[config.mk]
export PLATFORM = sky130hd
export DESIGN_NAME = gpio_responder
export DESIGN_NICKNAME = d
export VERILOG_FILES = /design/src/rtl/gpio_responder.sv
export SDC_FILE = /design/constraint.sdc
export NUM_CORES = 1
export LEC_CHECK = 0
export CORE_ASPECT_RATIO = 1.25
export CORE_MARGIN = 3
export CORE_UTILIZATION = 35
export DETAILED_ROUTE_END_ITERATION = 10
export GPL_ROUTABILITY_DRIVEN = 1
export PLACE_DENSITY = 0.77
export SYNTH_ARGS = -nofsm -noshare
export SYNTH_HDL_FRONTEND = slang
export SYNTH_SLANG_ARGS = --single-unit
[constraint.sdc]
create_clock -name clk -period 1.45 [get_ports clk]
set_input_delay 0.145 -clock clk [delete_from_list [all_inputs] [get_ports clk]]
set_output_delay 0.145 -clock clk [all_outputs]
set_load 0.01 [all_outputs]
[src/rtl/gpio_responder.sv]
// Memory-mapped GPIO peripheral: output/direction registers, synchronised inputs, sticky rising-edge status.
// Optional IRQ_MASK register and irq output enabled by defining GPIO_IRQ_EN.
module gpio_responder #(
    parameter int unsigned WIDTH = 32,
    parameter int unsigned PINS  = 8
) (
    input  logic             clk,
    input  logic             rst,
    input  logic [WIDTH-1:0] addr,
    input  logic [WIDTH-1:0] wdata,
    input  logic             we_gpio,
    output logic [WIDTH-1:0] rdata_gpio,
    input  logic [PINS-1:0]  gpio_in,
    output logic [PINS-1:0]  gpio_out,
    output logic [PINS-1:0]  gpio_oe,
    output logic             irq
);

    localparam int unsigned IDX_W = 3;

    localparam logic [IDX_W-1:0] IDX_DATA_OUT   = 3'd0;
    localparam logic [IDX_W-1:0] IDX_DIR        = 3'd1;
    localparam logic [IDX_W-1:0] IDX_DATA_IN    = 3'd2;
    localparam logic [IDX_W-1:0] IDX_IRQ_STATUS = 3'd3;
    localparam logic [IDX_W-1:0] IDX_IRQ_MASK   = 3'd4;

    logic [IDX_W-1:0] idx;
    logic [PINS-1:0]  wr_bits;
    logic [PINS-1:0]  data_out;
    logic [PINS-1:0]  dir;
    logic [PINS-1:0]  irq_status;
    logic [PINS-1:0]  sync1;
    logic [PINS-1:0]  sync2;
    logic [PINS-1:0]  prev;
    logic [PINS-1:0]  rise;
    logic [PINS-1:0]  clear;
    logic [PINS-1:0]  rd_c;
    logic             unused_ok;

    assign idx     = addr[4:2];
    assign wr_bits = wdata[PINS-1:0];

    // Only addr[4:2] and the low PINS bits of wdata carry meaning.
    assign unused_ok = ^{addr, wdata};

    // Control registers
    always_ff @(posedge clk or posedge rst) begin
        if (rst) begin
            data_out <= '0;
            dir      <= '0;
        end else if (we_gpio) begin
            if (idx == IDX_DATA_OUT) data_out <= wr_bits;
            if (idx == IDX_DIR)      dir      <= wr_bits;
        end
    end

    // Two-flop synchroniser plus previous-value flop for edge detection
    always_ff @(posedge clk or posedge rst) begin
        if (rst) begin
            sync1 <= '0;
            sync2 <= '0;
            prev  <= '0;
        end else begin
            sync1 <= gpio_in;
            sync2 <= sync1;
            prev  <= sync2;
        end
    end

    assign rise  = sync2 & ~prev;
    assign clear = (we_gpio && idx == IDX_IRQ_STATUS) ? wr_bits : '0;

    // Sticky status: write-1-to-clear, a simultaneous rise wins over the clear
    always_ff @(posedge clk or posedge rst) begin
        if (rst) begin
            irq_status <= '0;
        end else begin
            irq_status <= (irq_status & ~clear) | rise;
        end
    end

`ifdef GPIO_IRQ_EN
    logic [PINS-1:0] irq_mask;

    always_ff @(posedge clk or posedge rst) begin
        if (rst) begin
            irq_mask <= '0;
        end else if (we_gpio && idx == IDX_IRQ_MASK) begin
            irq_mask <= wr_bits;
        end
    end

    assign irq = |(irq_status & irq_mask);
`else
    assign irq = 1'b0;
`endif

    // Read select; reserved indices return zero
    always_comb begin
        rd_c = '0;
        case (idx)
            IDX_DATA_OUT:   rd_c = data_out;
            IDX_DIR:        rd_c = dir;
            IDX_DATA_IN:    rd_c = sync2;
            IDX_IRQ_STATUS: rd_c = irq_status;
`ifdef GPIO_IRQ_EN
            IDX_IRQ_MASK:   rd_c = irq_mask;
`endif
            default:        rd_c = '0;
        endcase
    end

    always_ff @(posedge clk or posedge rst) begin
        if (rst) begin
            rdata_gpio <= '0;
        end else begin
            rdata_gpio <= WIDTH'(rd_c);
        end
    end

    assign gpio_out = data_out;
    assign gpio_oe  = dir;

endmodule

* Yosys cells after proc, flatten, opt, wreduce, memory -nomap -nowiden
Index checks and enable logic that the tools add are counted.
** Storage, ports and cells
- Register bits after elaboration :: 56
- Bits in latches :: 0
- Memory bits (writable) :: 0
- Bits in read-only memories :: 0
- Input bits :: 75
- Output and inout bits :: 49
- Word-level logic and storage cells :: 21
- Memories :: 0
** Operators by class
- Add/subtract/negate cells :: 0
- Multiply operators :: 0
- Div/mod/pow operators :: 0
- Magnitude comparators :: 0
- Eq/ne operators :: 3
- Shift-type cells :: 0
- Mux-type cells :: 2
- Bitwise operators :: 5
- Reduce and logical (&&, ||, !) cells :: 4
** Operator list (count)
- 8-bit one-hot mux with 4 select lines :: 1
- 8-bit bitwise AND :: 2
- 8-bit inverter :: 2
- 8-bit 2-to-1 mux :: 1
- 8-bit bitwise OR :: 1
- 3-bit by 2-bit equality test with 1-bit output (second input constant) :: 2
- 2-bit AND reduction :: 2
- 3-bit by 1-bit equality test with 1-bit output (second input constant) :: 1
- 3-bit zero test :: 1
- 1-bit logical AND :: 1

* Depth between registers and ports, before layout
Gate-level depths: netlist (run 1).
- Depth after elaboration :: 6
- Mapped depth :: 4
- Depth with buffers taken out :: 2

* Least setup slack after synthesis (run 1)
No wires, ideal clock.
- Path type :: in2reg
- Start :: in addr[2]
- End :: reg data_out[0], in the netlist gpio_out[0]
- Library setup time :: 0.125 ns
- Arrival :: 1.097 ns
- Data required time :: 1.325 ns
- Path slack :: 0.228 ns
- Cell stages on the path :: 3
- Buffers on the path :: 1
- Cells stage by stage :: buf_6 > nor4b_4 > mux2_2
** Between the ends
- Word-level cells in the longest chain between the ends :: 2
** Ends and longest elaborated chain
- start: declaration :: RTL line 9 : input logic [WIDTH-1:0] addr,
- 3-bit zero test :: RTL line 52 : if (idx == IDX_DATA_OUT) data_out <= wr_bits;
- 2-bit AND reduction (no source line)
- end signal: assignment :: RTL line 52
- end: declaration :: RTL line 29 : logic [PINS-1:0] data_out;
Every way passes these cells.
A chain may end at the register's enable or synchronous reset.

* Worst setup path after layout (run 1)
- Start :: reg dir[3], in the netlist gpio_oe[3]
- End :: out gpio_oe[3]
** RTL lines
- start: declaration :: RTL line 30 : logic [PINS-1:0] dir;
- start signal: assignment :: RTL line 53 : if (idx == IDX_DIR) dir <= wr_bits;
- end: declaration :: RTL line 15 : output logic [PINS-1:0] gpio_oe,
No word-level cell between the ends.

==> run metrics, run 1 <==
CP top delay family buffers and inverters; fmax 716 MHz; Crit. End Element output port; Die ar. around 7500 µm²; WS Path Type flip-flop to output port; vias in the first global route 1309; Max VDD drop between 0.0005 and 0.0006 V; largest net degree at the start of global routing 57; critical path launch point type flip-flop; period utilization between 90% and 100%; commonest non-fill, non-tap cell in the layout dfrtp_1; DRT Wirelength slightly above 4000 µm; initial antenna violation count 0; register area share after synthesis around 62%; Placed Area 2790 µm²; Final Max Slew Viols 0; first-pass GRT wire length 6720 µm; unrepaired setup endpoints after global routing no; total CTS buffers 5; CTS root buffer clkbuf_8; antenna fix cells 0; Yosys top cell area share 62.1%; Rows 32; CP max stage delay about 0.56 ns; Avg Vias per Cell roughly 4.1; Mapped Area around 2300 µm²; grt total ovfl 0; Post-CTS Hold Buffers 0; Vias 1263; Max H-tree Level 2; Min Clock Period, post-route 1.40 ns; initial DRC count 86; WP data required approximately 1.3 ns; WL/cell about 13 µm; Remaining DRCs 0; ANT nets after route 0; Netlist cell types 17; clock buffer depth 2; CTS tree built; largest family of logic cells by synthesized area multiplexers; hpwl dp 3010 µm; commonest non-fill, non-tap cells in the layout dfrtp_1, clkdlybuf4s50_1, conb_1; final total power roughly 3.4 mW; final worst setup slack between 0.05 and 0.06 ns; Lkg Pwr 1.40 nW; number of setup buffers added after CTS 0; Final setup viols 0; Synth area leaders dfrtp_1, buf_4, mux2_2; Filler cells 560; core footprint between 6000 and 7000 µm²; complex-gate fraction of the synthesized area 5.32%; I/O pins ~120; pre-CTS WS -0.232 ns; nets 295; Design Area, Final about 2900 µm²; P&R area growth vs syn 28.1%; Initial DRT Pass Iterations 4; Clk Latency, worst-skew pair about 0.3 ns; Final Hold Vio Count 0; xor-xnor portion of the synthesized cell area 0%; Synth Instances roughly 170; WP buf/inv 1; crit path cell chain clkdlybuf4s50_1; clock skew 0.00728 ns; adder-cell share of the synthesized area 0%; Initial Util a little over a third; Syn Area/Cell between 10 and 15 µm²; die height 95.8 µm; Critical Path AT 1.25 ns; synth warn 0; clk sinks 56; Synth Area in Simple Gates under 10%; layout cell share with drive strength beyond 1 between 10% and 20%; hold_ws ~0.24 ns; final core utilization a little under half; clk slew on worst S/H paths 0.10 ns; class of the worst hold path primary input to asynchronous set/reset pin; CP max-delay cell clkdlybuf4s50_1; status completed; FF+latch count, synth 56; pwr dens roughly 1200 nW/µm²; I/O Buffers 45; mux cell area share after synthesis around 15%; worst-path fanout max 3; top cell type by total area after synthesis dfrtp_1; GRT Resource Usage Total between 10% and 20%; GP Congestion 0.755; die width about 78 µm; total of max-cap violations 0
[through the flow]
step / std cells / TNS [ns]
global route: 306 / 0
CTS: 306 / 0
floorplan: 190 / 0
detailed placement: 298 / -4.00
finish: 306 / 0
global placement: 298 / -3.32
[flip-flops by register name, indices dropped and copies added, names as in the netlist]
| signal | count |
|---|---|
| gpio_oe | 8 |
| prev | 8 |
| sync2 | 8 |
| rdata_gpio | 8 |
| irq_status | 8 |
| sync1 | 8 |
| gpio_out | 8 |
[cells in the mapped netlist, drive strengths merged]
master,count
or2,1
mux2,16
nor4b,1
inv,17
conb,1
buf,29
dfrtp,56
mux2i,16
o221ai,8
nor4bb,1
nand2b,9
o22ai,8
clkbuf,2
and4b,1
[path summary, 6_finish.rpt]
| path | slack [ns] | start | depth (start not counted) | endpoint |
|---|---|---|---|---|
| worst max-delay path | 0.05 | gpio_oe[3] | 1 | gpio_oe[3] |
| worst min-delay path | 0.24 | rst | 3 | rdata_gpio[0] |
| worst max register to register | 0.65 | gpio_oe[2] | 1 | gpio_oe[2] |
| worst min register to register | 0.35 | sync1[2] | 0 | sync2[2] |
| max in group asynchronous | 0.94 | rst | 3 | rdata_gpio[4] |
| min in group clk | 0.28 | gpio_in[0] | 1 | sync1[0] |
[layer usage]
layer  track usage [%]  wire length, µm  up-vias
met3              3.00              219        4
li1                  -                -      613
met2              19.1             2010       40
met4              3.56               55        0
met1              15.3             1760      606
met5                 0                0        -
[cell type report]
class	instances	area, µm²	area share, %
clock buffer	6	82.6	2.86
clock inverter	2	10.0	0.346
inverter	17	67.6	2.34
multi-input combinational	86	667	23.1
sequential	56	1400	48.5
tap	85	106	3.68
timing repair buffer	54	556	19.2
[report_power, final]
| group | switching, mW | total [mW] | internal, mW | leakage [nW] |
|---|---|---|---|---|
| sequential | 0.115 | 1.84 | 1.72 | 0.646 |
| clock | 0.463 | 0.845 | 0.382 | 0.0510 |
| combinational | 0.276 | 0.672 | 0.396 | 0.704 |
[worst min-delay path, delay by kind of cell]
family                 cells  cell delay (ns)
buffers and inverters      3             0.79
[logic make-up after synthesis]
family,Yosys count
flops,56
other cells,1
compound gates,16
buf+inv,48
mux,32
simple gates,13
[timing repair]
action,in CTS,in global routing
setup endpoints to repair,0,5
endpoints found under the hold margin,0,0
gates resized for setup,0,5
(Power assumes the default switching activity.)
==> run 2, diff against run 1 <==
CORE_UTILIZATION = 36   (was 35)
CTS_BUF_LIST = sky130_fd_sc_hd__clkbuf_8   (was not set)
PLACE_DENSITY = 0.78   (was 0.77)
==> run 2 against run 1 <==
Net effect: total power is 0.53% lower; first-iteration DRC count is 33% higher; count of clock-buffer cells in the layout stayed put; setup slack better by 0.00074 ns; hold slack hardly changed; clock power is 2.4% lower; register-to-register slack hardly changed; via count is 3.4% higher; combinational power is 2% higher.
==> run metrics, run 2 (synthesis results as in run 1) <==
nets 295 (unchanged); CTS root buffer clkbuf_8; clk sinks 56 (unchanged); Max VDD drop 0.000419 V (-19%); class of the worst hold path primary input to asynchronous set/reset pin; GRT Resource Usage Total 11.7% (+0.029 points); total CTS buffers 5 (unchanged); Die ar. 7260 µm² (-2.6%); clk slew on worst S/H paths 0.09 ns (about the same); commonest non-fill, non-tap cell in the layout dfrtp_1; Filler cells 548 (-2.1%); Vias 1306 (+3.4%); Avg Vias per Cell 4.31 (+4.4%); commonest non-fill, non-tap cells in the layout dfrtp_1, clkdlybuf4s50_1, conb_1, inv_1; crit path cell chain clkdlybuf4s50_1; GP Congestion 0.759 (+0.57%); CTS tree built; worst-path fanout max 3 (unchanged); ANT nets after route 0 (unchanged); Remaining DRCs 0 (unchanged); clock buffer depth 2 (unchanged); Min Clock Period, post-route 1.40 ns (-0.000744 ns); WS Path Type flip-flop to output port; P&R area growth vs syn 27.4%; I/O pins 124 (unchanged); status completed; DRT Wirelength 4040 µm (about the same); post_cts resized 0 (unchanged); period utilization 96.3% (about the same); initial DRC count 114 (+33%); largest net degree at the start of global routing 57 (unchanged); I/O Buffers 45 (unchanged); antenna fix cells 0 (unchanged); layout cell share with drive strength beyond 1 15.8% (-0.90 points); Final Hold Vio Count 0 (unchanged); grt total ovfl 0 (unchanged); R2R depth 2 (+1); WP buf/inv 1 (unchanged); R2R Setup Slk 0.66 ns (about the same); fmax 716 MHz (about the same); Final setup viols 0 (unchanged); area of the multi-input gates 667 µm² (unchanged); die height 94.5 µm (-1.3%); unrepaired setup endpoints after global routing no; hold_ws 0.245 ns (-0.000426 ns); first-pass GRT wire length 6470 µm (-3.8%); Placed Area 2780 µm² (-0.13%); Max H-tree Level 2 (unchanged); number of setup buffers added after CTS 0 (unchanged); Rows 31 (-3.1%); clock skew 0.00938 ns (+0.00210 ns); die width 76.8 µm (-1.3%); Post-CTS Hold Buffers 0 (unchanged); Critical Path AT 1.25 ns (about the same); CP max-delay cell clkdlybuf4s50_1; Initial DRT Pass Iterations 4 (unchanged); CP max stage delay 0.56 ns (about the same); Design Area, Final 2870 µm² (-0.56%); vias in the first global route 1309 (unchanged); hpwl dp 2940 µm (-2.3%); final total power 3.34 mW (-0.53%); Clk Latency, worst-skew pair 0.30 ns (about the same); Crit. End Element output port; CP top delay family buffers and inverters; Reg area 1400 µm² (unchanged); Final Max Slew Viols 0 (unchanged); Lkg Pwr 1.36 nW (-2.8%); R2R Path Start irq_status[5]; initial antenna violation count 0 (unchanged); final core utilization 48.4% (+1.9 points); Initial Util 38.0% (+1.7 points); WP data required 1.31 ns (about the same); total of max-cap violations 0 (unchanged); pwr dens 1160 nW/µm² (about the same); critical path launch point type flip-flop; reg-to-reg endpoint rdata_gpio[5]; core footprint 5930 µm² (-4.4%); WL/cell 13.3 µm (+1.0%); final setup TNS 0 ns (unchanged)
## run 2: cell type report
cell class / count / area share, %
well taps: 82 / 3.57
inverters: 17 / 2.35
clock inverters: 2 / 0.261
clock buffers: 6 / 2.87
flip-flops and latches: 56 / 48.8
repair buffers: 54 / 19.0
multi-input cells: 86 / 23.2
## run 2: worst max-delay path by stage
stage	startpoint	end	slack (ns)	depth (start not counted)
2_1_floorplan	addr[2]	gpio_out[0]	0.23	3
3_3_place_gp	addr[2]	gpio_oe[4]	-0.18	4
3_5_place_dp	addr[2]	gpio_oe[5]	-0.19	4
4_1_cts	gpio_oe[0]	gpio_oe[0]	0.02	1
5_1_grt	gpio_out[0]	gpio_out[0]	0.001	1
6_report	gpio_out[6]	gpio_out[6]	0.05	1
## run 2: routing by layer
metal / global-route usage, % / vias up / wire length [µm]
met1: 13.6 / 640 / 1710
met4: 5.44 / 0 / 59
met3: 3.82 / 5 / 273
li1: - / 620 / -
met5: 0 / - / 0
met2: 19.7 / 41 / 2000
## run 2: metrics by stage
stage          instances  setup WS (ns)
6_report             303         0.0541
5_1_grt              303       0.000985
4_1_cts              303         0.0244
3_5_place_dp         295         -0.189
3_3_place_gp         295         -0.176
2_1_floorplan        190          0.228
## run 2: report_power, final
part / leakage (nW) / internal, mW / switching (mW)
Sequential: 0.646 / 1.72 / 0.106
Combinational: 0.662 / 0.404 / 0.279
Clock: 0.0538 / 0.376 / 0.449
Total: 1.36 / 2.50 / 0.834
